==> src/rtl/ysyx_22041412_mdu_ctrl_pkg.sv <==
// Shared definitions for the M-extension sequencing controller: FSM states,
// func3 opcodes and multiplier signedness codes.
package ysyx_22041412_mdu_ctrl_pkg;

  typedef enum logic [2:0] {
    ST_IDLE  = 3'd0,
    ST_MUL   = 3'd1,
    ST_DIV   = 3'd2,
    ST_DONE  = 3'd3,
    ST_DRAIN = 3'd4
  } mdu_state_e;

  localparam logic [2:0] F3_MUL    = 3'b000;
  localparam logic [2:0] F3_MULH   = 3'b001;
  localparam logic [2:0] F3_MULHSU = 3'b010;
  localparam logic [2:0] F3_MULHU  = 3'b011;
  localparam logic [2:0] F3_DIV    = 3'b100;
  localparam logic [2:0] F3_DIVU   = 3'b101;
  localparam logic [2:0] F3_REM    = 3'b110;
  localparam logic [2:0] F3_REMU   = 3'b111;

  localparam logic [1:0] MUL_SIGN_SS = 2'b11;
  localparam logic [1:0] MUL_SIGN_SU = 2'b10;
  localparam logic [1:0] MUL_SIGN_UU = 2'b00;

  function automatic logic [1:0] mul_sign_of(input logic [2:0] func3);
    logic [1:0] s;
    case (func3)
      F3_MULHSU: s = MUL_SIGN_SU;
      F3_MULHU:  s = MUL_SIGN_UU;
      default:   s = MUL_SIGN_SS;
    endcase
    return s;
  endfunction

endpackage

==> src/rtl/ysyx_22041412_mdu_ctrl_if.sv <==
// Request/response bus between the pipeline (master) and the MDU controller (slave).
interface ysyx_22041412_mdu_ctrl_if #(
  parameter int XLEN = 64
);
  // Both channels: a beat transfers on the rising edge where valid & ready are
  // high; the sender holds valid and payload stable until that edge.
  logic            req_valid;
  logic            req_ready;
  logic [2:0]      req_func3;
  logic            req_word;
  logic [XLEN-1:0] req_a;
  logic [XLEN-1:0] req_b;
  logic [4:0]      req_tag;

  logic            rsp_valid;
  logic            rsp_ready;
  logic [XLEN-1:0] rsp_data;
  logic [4:0]      rsp_tag;

  modport master (
    output req_valid, req_func3, req_word, req_a, req_b, req_tag, rsp_ready,
    input  req_ready, rsp_valid, rsp_data, rsp_tag
  );

  modport slave (
    input  req_valid, req_func3, req_word, req_a, req_b, req_tag, rsp_ready,
    output req_ready, rsp_valid, rsp_data, rsp_tag
  );
endinterface

==> src/rtl/ysyx_22041412_mdu_ctrl_special.sv <==
// Divide special cases (zero divisor, signed overflow) resolved without the
// divider; purely combinational, W-form ops judged on the low 32 bits.
module ysyx_22041412_mdu_special #(
  parameter int XLEN = 64
) (
  input  logic [2:0]      func3,
  input  logic            word,
  input  logic [XLEN-1:0] a,
  input  logic [XLEN-1:0] b,
  output logic            hit,
  output logic [XLEN-1:0] res
);

  logic [XLEN-1:0] a_eff;
  logic            div_zero;
  logic            ovf;

  always_comb begin
    a_eff    = word ? {{(XLEN-32){a[31]}}, a[31:0]} : a;
    div_zero = word ? (b[31:0] == 32'd0) : (b == '0);
    // Overflow only exists for signed ops: most-negative dividend over -1.
    ovf      = ~func3[0] & (word ? ((a[31:0] == 32'h8000_0000) && (b[31:0] == 32'hFFFF_FFFF))
                                 : ((a == {1'b1, {(XLEN-1){1'b0}}}) && (b == '1)));
    hit      = func3[2] & (div_zero | ovf);
    res      = '0;
    if (div_zero) begin
      res = func3[1] ? a_eff : '1;
    end else if (ovf) begin
      res = func3[1] ? '0 : a_eff;
    end
  end

endmodule

==> src/rtl/ysyx_22041412_mdu_ctrl.sv <==
// Sequencer for RISC-V M-extension ops: launches an external multiplier or
// divider, resolves divide corner cases locally, and returns one tagged result.
module ysyx_22041412_mdu_ctrl
  import ysyx_22041412_mdu_ctrl_pkg::*;
#(
  parameter int XLEN = 64
) (
  input  logic                 clk,
  input  logic                 rst,
  input  logic                 flush,
  ysyx_22041412_mdu_ctrl_if.slave bus,

  output logic                 mul_start,
  output logic [XLEN-1:0]      mul_a,
  output logic [XLEN-1:0]      mul_b,
  output logic                 mul_w,
  output logic [1:0]           mul_sign,
  input  logic                 mul_done,
  input  logic [XLEN-1:0]      mul_hi,
  input  logic [XLEN-1:0]      mul_lo,

  output logic                 div_start,
  output logic [XLEN-1:0]      div_a,
  output logic [XLEN-1:0]      div_b,
  output logic                 div_w,
  output logic                 div_sign,
  output logic                 div_rem,
  input  logic                 div_done,
  input  logic [XLEN-1:0]      div_res,

  output mdu_state_e           dbg_state
);

  mdu_state_e      state_q;
  logic [2:0]      func3_q;
  logic            word_q;
  logic [4:0]      tag_q;
  logic [XLEN-1:0] a_q;
  logic [XLEN-1:0] b_q;
  logic [XLEN-1:0] rsp_data_q;

  logic            sp_hit;
  logic [XLEN-1:0] sp_res;
  logic            accept;
  logic [XLEN-1:0] mul_sel;
  logic [XLEN-1:0] mul_res;
  logic [XLEN-1:0] div_res_x;

  ysyx_22041412_mdu_special #(.XLEN(XLEN)) u_special (
    .func3 (bus.req_func3),
    .word  (bus.req_word),
    .a     (bus.req_a),
    .b     (bus.req_b),
    .hit   (sp_hit),
    .res   (sp_res)
  );

  // Gated by rst so the bus sees not-ready while reset is held.
  assign bus.req_ready = rst & (state_q == ST_IDLE) & ~flush;
  assign accept        = bus.req_valid & bus.req_ready;
  assign bus.rsp_valid = (state_q == ST_DONE);
  assign bus.rsp_data  = rsp_data_q;
  assign bus.rsp_tag   = tag_q;
  assign dbg_state     = state_q;

  assign mul_a = a_q;
  assign mul_b = b_q;
  assign mul_w = word_q;
  assign div_a = a_q;
  assign div_b = b_q;
  assign div_w = word_q;

  always_comb begin
    mul_sel   = (func3_q[1:0] == 2'b00) ? mul_lo : mul_hi;
    mul_res   = word_q ? {{(XLEN-32){mul_sel[31]}}, mul_sel[31:0]} : mul_sel;
    div_res_x = word_q ? {{(XLEN-32){div_res[31]}}, div_res[31:0]} : div_res;
  end

  always_ff @(posedge clk or negedge rst) begin
    if (!rst) begin
      state_q    <= ST_IDLE;
      func3_q    <= 3'd0;
      word_q     <= 1'b0;
      tag_q      <= 5'd0;
      a_q        <= '0;
      b_q        <= '0;
      rsp_data_q <= '0;
      mul_start  <= 1'b0;
      mul_sign   <= 2'b00;
      div_start  <= 1'b0;
      div_sign   <= 1'b0;
      div_rem    <= 1'b0;
    end else begin
      mul_start <= 1'b0;
      div_start <= 1'b0;
      case (state_q)
        ST_IDLE: begin
          if (accept) begin
            func3_q <= bus.req_func3;
            word_q  <= bus.req_word;
            tag_q   <= bus.req_tag;
            a_q     <= bus.req_a;
            b_q     <= bus.req_b;
            if (!bus.req_func3[2]) begin
              state_q   <= ST_MUL;
              mul_start <= 1'b1;
              mul_sign  <= mul_sign_of(bus.req_func3);
            end else if (sp_hit) begin
              state_q    <= ST_DONE;
              rsp_data_q <= sp_res;
            end else begin
              state_q   <= ST_DIV;
              div_start <= 1'b1;
              div_sign  <= ~bus.req_func3[0];
              div_rem   <= bus.req_func3[1];
            end
          end
        end
        ST_MUL: begin
          // A done landing with the flush already ends the op; nothing to drain.
          if (flush) begin
            state_q <= mul_done ? ST_IDLE : ST_DRAIN;
          end else if (mul_done) begin
            rsp_data_q <= mul_res;
            state_q    <= ST_DONE;
          end
        end
        ST_DIV: begin
          if (flush) begin
            state_q <= div_done ? ST_IDLE : ST_DRAIN;
          end else if (div_done) begin
            rsp_data_q <= div_res_x;
            state_q    <= ST_DONE;
          end
        end
        ST_DONE: begin
          if (flush || bus.rsp_ready) state_q <= ST_IDLE;
        end
        ST_DRAIN: begin
          if (func3_q[2] ? div_done : mul_done) state_q <= ST_IDLE;
        end
        default: state_q <= ST_IDLE;
      endcase
    end
  end

endmodule

==> src/flat_wrapper.sv <==
// flat-port wrapper written by rule: the top's interface ports become plain ports
module ysyx_22041412_mdu_ctrl_flat import ysyx_22041412_mdu_ctrl_pkg::*;
#(
  parameter int XLEN = 64
)
  (clk, rst, flush, mul_start, mul_a, mul_b, mul_w, mul_sign, mul_done, mul_hi, mul_lo, div_start, div_a, div_b, div_w, div_sign, div_rem, div_done, div_res, dbg_state, bus_req_valid, bus_req_func3, bus_req_word, bus_req_a, bus_req_b, bus_req_tag, bus_rsp_ready, bus_req_ready, bus_rsp_valid, bus_rsp_data, bus_rsp_tag);
  ysyx_22041412_mdu_ctrl_if #(.XLEN(XLEN)) bus_i ();
  input  logic clk;
  input  logic rst;
  input  logic flush;
  output logic mul_start;
  output logic [XLEN-1:0] mul_a;
  output logic [XLEN-1:0] mul_b;
  output logic mul_w;
  output logic [1:0] mul_sign;
  input  logic mul_done;
  input  logic [XLEN-1:0] mul_hi;
  input  logic [XLEN-1:0] mul_lo;
  output logic div_start;
  output logic [XLEN-1:0] div_a;
  output logic [XLEN-1:0] div_b;
  output logic div_w;
  output logic div_sign;
  output logic div_rem;
  input  logic div_done;
  input  logic [XLEN-1:0] div_res;
  output mdu_state_e dbg_state;
  input wire logic [$bits(bus_i.req_valid)-1:0] bus_req_valid;
  input wire logic [$bits(bus_i.req_func3)-1:0] bus_req_func3;
  input wire logic [$bits(bus_i.req_word)-1:0] bus_req_word;
  input wire logic [$bits(bus_i.req_a)-1:0] bus_req_a;
  input wire logic [$bits(bus_i.req_b)-1:0] bus_req_b;
  input wire logic [$bits(bus_i.req_tag)-1:0] bus_req_tag;
  input wire logic [$bits(bus_i.rsp_ready)-1:0] bus_rsp_ready;
  output wire logic [$bits(bus_i.req_ready)-1:0] bus_req_ready;
  output wire logic [$bits(bus_i.rsp_valid)-1:0] bus_rsp_valid;
  output wire logic [$bits(bus_i.rsp_data)-1:0] bus_rsp_data;
  output wire logic [$bits(bus_i.rsp_tag)-1:0] bus_rsp_tag;
  assign bus_i.req_valid = bus_req_valid;
  assign bus_i.req_func3 = bus_req_func3;
  assign bus_i.req_word = bus_req_word;
  assign bus_i.req_a = bus_req_a;
  assign bus_i.req_b = bus_req_b;
  assign bus_i.req_tag = bus_req_tag;
  assign bus_i.rsp_ready = bus_rsp_ready;
  assign bus_req_ready = bus_i.req_ready;
  assign bus_rsp_valid = bus_i.rsp_valid;
  assign bus_rsp_data = bus_i.rsp_data;
  assign bus_rsp_tag = bus_i.rsp_tag;
  ysyx_22041412_mdu_ctrl #(.XLEN(XLEN)) u_core (.clk(clk), .rst(rst), .flush(flush), .bus(bus_i), .mul_start(mul_start), .mul_a(mul_a), .mul_b(mul_b), .mul_w(mul_w), .mul_sign(mul_sign), .mul_done(mul_done), .mul_hi(mul_hi), .mul_lo(mul_lo), .div_start(div_start), .div_a(div_a), .div_b(div_b), .div_w(div_w), .div_sign(div_sign), .div_rem(div_rem), .div_done(div_done), .div_res(div_res), .dbg_state(dbg_state));
endmodule
==> config.mk <==
export PLATFORM = sky130hd
export DESIGN_NAME = ysyx_22041412_mdu_ctrl_flat
export DESIGN_NICKNAME = d
export VERILOG_FILES = /design/src/rtl/ysyx_22041412_mdu_ctrl_pkg.sv /design/src/rtl/ysyx_22041412_mdu_ctrl_if.sv /design/src/rtl/ysyx_22041412_mdu_ctrl_special.sv /design/src/rtl/ysyx_22041412_mdu_ctrl.sv /design/src/flat_wrapper.sv
export SDC_FILE = /design/constraint.sdc
export NUM_CORES = 1
export LEC_CHECK = 0
export CAP_MARGIN = 10
export CORE_AREA = 5 5 257 259
export CTS_CLUSTER_DIAMETER = 60
export DETAILED_ROUTE_END_ITERATION = 8
export DIE_AREA = 0 0 262 264
export DONT_BUFFER_PORTS = 1
export PLACE_DENSITY = 0.42
export SETUP_SLACK_MARGIN = 0.4
export SLEW_MARGIN = 20
export SYNTH_ARGS = -nofsm -noshare
export SYNTH_HDL_FRONTEND = slang
export SYNTH_HIERARCHICAL = 1
export SYNTH_SLANG_ARGS = --single-unit
export TNS_END_PERCENT = 20
==> constraint.sdc <==
create_clock -name clk -period 2.1 [get_ports clk]
set_clock_uncertainty 0.2 [all_clocks]
set_input_delay 0.105 -clock clk [delete_from_list [all_inputs] [get_ports clk]]
set_output_delay 0.105 -clock clk [all_outputs]
set_load 0.005 [all_outputs]
==> flow_summary.toml, run 1 <==
[critical_path]
timing.rr.end = "u_core/bus.rsp_data[6]$_DFFE_PN0P_"
r2r_slack_ns = -0.22
arrival_ns = 3.11
max_stage_delay_ns = 0.54
slowest_stage = "or4b_4"
crit_top_cell = "buf_6"
criticalPathCategory = "in2reg"
rr_startpoint = "u_core/func3_q[0]$_DFFE_PN0P_"
endpoint_kind = "register"
required_ns = 2.36
path_max_fanout = 6
crit_chain = "or4b_4 > or4_4 > nor4_4 > buf_4 > nand4_1 > a31oi_4 > buf_6 > nand3_4 > a221oi_4 > buf_6 > buf_6 > buf_16 > buf_6 > mux2_4"
crit_family = "simple AND/OR/NAND/NOR gates"
ff2ff_path_depth = 6
critPathLaunchType = "input port"
critPathBufInv = 6

[power_and_ir_drop]
p_switching_uw = 9650
clockPowerShare = 0.225
p_sw_frac = 0.406
p_per_area_mw_per_mm2 = 1210
vdd_ir_drop_max_uv = 781
p_seq_frac = 0.352
comb_power_share = 0.424
finalPower_uw = 23800
p_int_uw = 14100
power_leakage_uw = 0.00863

[synth]
yosys_most_used_dff = "dfrtp_1"
synth_cell_types = 54
yosysSeqAreaShare = 0.405
yosys_warnings = 6
yosysTopAreaCellShare = 0.405
muxShareOfSynthArea = 0.0827
synth_common_cells = "nand2_1 (455), dfrtp_1 (210), buf_4 (129), o21ai_0 (99), clkbuf_1 (92)"
synth_compound_area_frac = 0.178
synthXorXnorAreaFrac = 0.000675
syn-num-nets = 1869
synth_area_leaders = "dfrtp_1 (41%), nand2_1 (13%), buf_4 (7.5%)"
yosys.area_share.simple = 0.210
synth-seq-cells = 210
synth_top_area_cell = "dfrtp_1"
synth_edf_count = 0
async_reset_ff_frac = 1.00
synth_most_common_cell = "nand2_1"
syn-cell-area_mm2 = 0.0130
synthCells = 1533
synth_area_per_cell_um2 = 8.46
synthAdderAreaFrac = 0
synth_top_family_by_area = "simple AND/OR/NAND/NOR gates"

[floorplan]
die_w_um = 262
io_pins = 674
die_area_mm2 = 0.0692
dieHeight_um = 264
coreArea_mm2 = 0.0636
core.rowCount = 93
start_util = 0.204

[timing]
slew_headroom = 0.589
fin_crit_sh = 1.36
worstMarginPinSlew_ns = 0.612
drv_slew = 0
rsz0062_at_grt = "yes"
fmax_ghz = 0.351
timing.hold.ws_ns = -0.978
setup_tns_ns = -45.83
finalSetupViolCount = 67
fin_ws_ns = -0.748
hold_violations = 225
min_period_ns = 2.85

[grt]
grt_start_max_net_pins = 213
grt_pass1_wl_um = 94100
grt_usage = 0.180
overflow = 0
antenna_found_initial = 1
grt_pass1_vias = 13818

[clock_tree]
clk_latency_ns = 0.58
path_clk_slew_ns = 0.06
clockBufferDepth = 3
htreeDepth = 1
cts.sinks = 210
tritoncts = "yes"
root_buffer = "clkbuf_16"
hold_buffers = 422
cts_buffers = 31

[status]
violations = "negative hold slack, negative setup slack"
status = "finished with violations"

[placement]
hpwl_um = 45700
portBuffers = 0
dpl_cell_area_mm2 = 0.0137
place_ws_ns = -1.62
gp_congestion = 0.875

[route]
drt_first_pass_iters = 5
vias_per_cell = 4.82
wire_per_inst_um = 24.6
detail-route-antenna-nets = 0
drc = 0
routed_wirelength_um = 67500
routed-via-count = 13244
first_iter_violations = 1166

[cells_and_area]
area_delta_synth_final_pct = 51.1
fin_area_mm2 = 0.0196
n_antenna_cell = 0
drive_above_1_share = 0.169
nets = 2204

[flow_run]
maxCapViolCount = 0

[min_path]
hold_class = "in2async"
power groups by stage:
stage,clock (µW),sequential (µW),combinational (µW)
2_1_floorplan,0,7150,7150
3_3_place_gp,0,8400,7770
3_5_place_dp,0,8400,7960
4_1_cts,5540,8360,9240
5_1_grt,5660,8660,10800
6_report,5350,8370,10100
layer usage:
| layer | vias up | global-route usage | wire length [µm] |
|---|---|---|---|
| met2 | 795 | 0.324 | 34000 |
| met4 | 0 | 0.0585 | 2280 |
| met5 | - | 0 | 0 |
| met1 | 6458 | 0.207 | 25500 |
| li1 | 5842 | - | - |
| met3 | 149 | 0.0454 | 5760 |
cell type report:
class	instances	area (µm²)
tap	855	1070
fill	6546	44100
multi-input combinational	1046	6520
clock inverter	14	180
sequential	210	5260
inverter	36	135
timing repair buffer	543	5560
clock buffer	42	877
per-stage QoR:
| step | cells | util |
|---|---|---|
| 2_1_floorplan | 1533 | - |
| 3_3_place_gp | 2258 | 0.215 |
| 3_5_place_dp | 2258 | 0.215 |
| 4_1_cts | 2740 | 0.303 |
| 5_1_grt | 2746 | 0.308 |
| 6_report | 2746 | 0.308 |
logic make-up after synthesis:
group                     count (synthesis)
and+or+nand+nor                         607
AOI/OAI and AO/OA                       339
buffers and inverters                   277
DFF                                     210
muxes                                    99
xor gates and xnor gates                  1
flip-flops by register name, indices dropped and copies added, names as in the netlist:
name and cells:
u_core/bus.rsp_data 64, u_core/bus.rsp_tag 5, u_core/dbg_state 3, u_core/div_a 64, u_core/div_b 64, u_core/div_rem 1, u_core/div_sign 1, u_core/div_start 1
u_core/div_w 1, u_core/func3_q 3, u_core/mul_sign 2, u_core/mul_start 1
repair_timing:
| item | CTS | global route |
|---|---|---|
| gates resized for setup | 77 | 49 |
| setup buffers | 3 | 3 |
| gates cloned | 1 | 3 |
| hold endpoints to repair | 420 | 224 |
| endpoints found under the setup margin | 213 | 213 |
| pin swaps | 9 | 5 |
worst reg2reg max path: stages, from the launching register on:
cell and delay (ns):
dfrtp_1 0.46, buf_12 0.19, nor2_4 0.16, buf_12 0.27, mux2i_1 0.52, o211ai_1 0.14, mux2_4 0.27
placed cells by master (no fill, tap or decap), types with 8 or more instances in the layout:
cell type,n
buf_6,11
o211ai_1,64
nor2b_1,33
buf_4,81
nand2_2,16
buf_12,21
mux2i_1,33
nor4_1,34
clkbuf_16,34
o22ai_2,30
o21a_1,32
mux2_2,8
nand4_1,29
nand2_4,8
mux2_4,58
inv_1,35
dfrtp_1,208
o21ai_0,99
nor2_1,9
dlygate4sd3_1,421
nand2_1,431
a211oi_1,32
a21oi_1,65
worst max path at each step:
stage / start / end / slack [ns] / depth (start not counted)
2_1_floorplan: bus_req_a[1] / u_core/bus.rsp_data[10]$_DFFE_PN0P_ / -1.21 / 9
3_3_place_gp: bus_req_a[1] / u_core/bus.rsp_data[50]$_DFFE_PN0P_ / -1.59 / 12
3_5_place_dp: bus_req_a[1] / u_core/bus.rsp_data[35]$_DFFE_PN0P_ / -1.62 / 12
4_1_cts: bus_req_a[11] / u_core/bus.rsp_data[0]$_DFFE_PN0P_ / -0.78 / 12
5_1_grt: bus_req_a[11] / u_core/bus.rsp_data[22]$_DFFE_PN0P_ / -0.80 / 14
6_report: bus_req_a[11] / u_core/bus.rsp_data[22]$_DFFE_PN0P_ / -0.75 / 14
Power figures use the tool's default switching activity.
==> inputs of run 2 (changes only) <==
Settings changed: PLACE_DENSITY 0.42 to 0.41.
Clock period 2.1 ns to 2.97 ns, I/O delays scaled along.
==> run 2 against run 1 <==
Compared with the run above:
- the run ends with negative hold slack left
- highest routed layer unchanged
- total power decreased by 31%
- final cell count decreased by 4.4%
- setup slack improved by 0.83 ns
- flip-flop and latch count unchanged
- critical endpoint is now u_core/bus.rsp_data[57]$_DFFE_PN0P_
- largest cell class unchanged
- count of clock-buffer cells in the layout increased by 5
- combinational power decreased by 36%
- non-clock buffer count decreased by 130
- critical path depth decreased by 1
==> flow_summary.toml, run 2 (same netlist as run 1, synthesis figures left out) <==
[timing]
worstMarginPinSlew_ns = 0.734
timing.hold.ws_ns = -0.887
fin_crit_sh = 0.973
min_period_ns = 2.89
slew_headroom = 0.511
finalSetupViolCount = 0
rsz0062_at_grt = "yes"
hold_violations = 210
drv_slew = 0
fmax_ghz = 0.346

[placement]
gp_congestion = 0.877
hpwl_um = 45700
portBuffers = 0

[cells_and_area]
area_delta_synth_final_pct = 39.9
nets = 2077
seqCellArea_mm2 = 0.00526
drive_above_1_share = 0.144
fillCellCount = 6686
final_cell_mix = "nand2_1 (452), dlygate4sd3_1 (331), dfrtp_1 (208)"
final_common_cell = "nand2_1"
multi_input_area_mm2 = 0.00635

[floorplan]
dieHeight_um = 264
io_pins = 674
die_area_mm2 = 0.0692
coreArea_mm2 = 0.0636
start_util = 0.204
core.rowCount = 93
die_w_um = 262

[power_and_ir_drop]
power_leakage_uw = 0.00793
p_per_area_mw_per_mm2 = 904
vdd_ir_drop_max_uv = 497
finalPower_uw = 16400

[route]
routed_wirelength_um = 66700
first_iter_violations = 962
wire_per_inst_um = 25.4
drt_first_pass_iters = 6
routed-via-count = 12618
vias_per_cell = 4.81
drc = 0
detail-route-antenna-nets = 0

[clock_tree]
path_clk_slew_ns = 0.05
root_buffer = "clkbuf_16"
tritoncts = "yes"
htreeDepth = 2
cts_buffers = 34
clockBufferDepth = 3
hold_buffers = 332
cts.sinks = 210
clk_latency_ns = 0.53

[grt]
use_met1 = 0.206
grt_pass1_wl_um = 93500
met3_usage = 0.0528
antenna_found_initial = 4
grt.busiest_layer = "met2"
use_met2 = 0.316
grt_pass1_vias = 13308
overflow = 0
grt_start_max_net_pins = 213
grt_usage = 0.180

[critical_path]
ff2ff_path_depth = 7
arrival_ns = 3.11
path_max_fanout = 9
criticalPathCategory = "in2reg"
crit_path_start = "bus_req_a[1]"
r2r_slack_ns = 0.41
critPathLaunchType = "input port"
endpoint_kind = "register"
timing.rr.end = "u_core/bus.rsp_data[63]$_DFFE_PN0P_"
required_ns = 3.19
worstSetupEndpoint = "u_core/bus.rsp_data[57]$_DFFE_PN0P_"
rr_startpoint = "u_core/func3_q[0]$_DFFE_PN0P_"

[min_path]
hold_class = "in2async"

[status]
violations = "negative hold slack"
status = "finished with violations"

[flow_run]
maxCapViolCount = 0
[run 2: cell count changes in the layout (fill, tap and decap cells not counted), moves of 3 or more]
cell,change
dlygate4sd3_1,-90
buf_4,-21
nand2_1,+21
nand2_2,-15
mux2_2,+12
mux2_4,-12
buf_6,-11
nand2_4,-6
diode_2,+5
buf_8,-4
inv_8,-3
[run 2: area by class of cell]
class	instances	area share
Tap cell	855	0.0589
Sequential cell	210	0.290
Multi-Input combinational cell	1046	0.350
Clock inverter	12	0.00745
Timing Repair Buffer	413	0.233
Clock buffer	47	0.0529
Inverter	36	0.00745
Antenna cell	5	0.000689
[run 2: layer usage]
layer	share of wire	routed length, µm	up-vias
met4	0.040	2700	0
met5	0	0	-
met1	0.38	25100	6214
met2	0.50	33200	697
li1	-	-	5579
met3	0.086	5730	128
[run 2: how the worst min path moves through the flow]
stage / to / startpoint / cells after the start / slack [ns]
floorplan: u_core/bus.rsp_data[0]$_DFFE_PN0P_ / rst / 0 / -0.35
global placement: u_core/bus.rsp_data[26]$_DFFE_PN0P_ / rst / 0 / -0.34
detailed placement: u_core/bus.rsp_data[28]$_DFFE_PN0P_ / rst / 0 / -0.34
CTS: u_core/bus.rsp_data[28]$_DFFE_PN0P_ / rst / 0 / -0.94
global route: u_core/bus.rsp_data[26]$_DFFE_PN0P_ / rst / 0 / -0.93
finish: u_core/bus.rsp_data[28]$_DFFE_PN0P_ / rst / 0 / -0.89
[run 2: repair_timing]
item | in CTS | in global routing
pin swaps | 5 | 5
hold endpoints to repair | 420 | 210
cloned | 2 | 1
setup endpoints to repair | 65 | 65
resized for setup | 42 | 13
setup buffers | 5 | 2
[run 2: critical path, cell delays in order]
cell and delay (ns):
or4b_4 0.52, or4_4 0.45, nor4_4 0.14, buf_4 0.17, nand4_1 0.11, a31oi_2 0.24
buf_4 0.16, nand3_4 0.06, a221oi_4 0.34, buf_12 0.18, buf_12 0.12, buf_12 0.12
mux2_2 0.33
[run 2: through the flow]
step / setup WS (ns) / area, µm² / util / instances / TNS [ns]
6_report: 0.0797 / 18100 / 0.285 / 2624 / 0
5_1_grt: -0.0332 / 18100 / 0.285 / 2624 / -0.317
4_1_cts: -0.0198 / 18000 / 0.283 / 2616 / -0.240
3_5_place_dp: -0.680 / 13300 / 0.209 / 2218 / -40.87
3_3_place_gp: -0.723 / 13300 / 0.209 / 2218 / -43.91
2_1_floorplan: -0.385 / 13000 / - / 1533 / -23.82
[run 2: power by group]
part | internal [µW] | switching, µW
Combinational | 3180 | 3270
Clock | 2370 | 1540
Sequential | 4130 | 1910
Total | 9680 | 6720
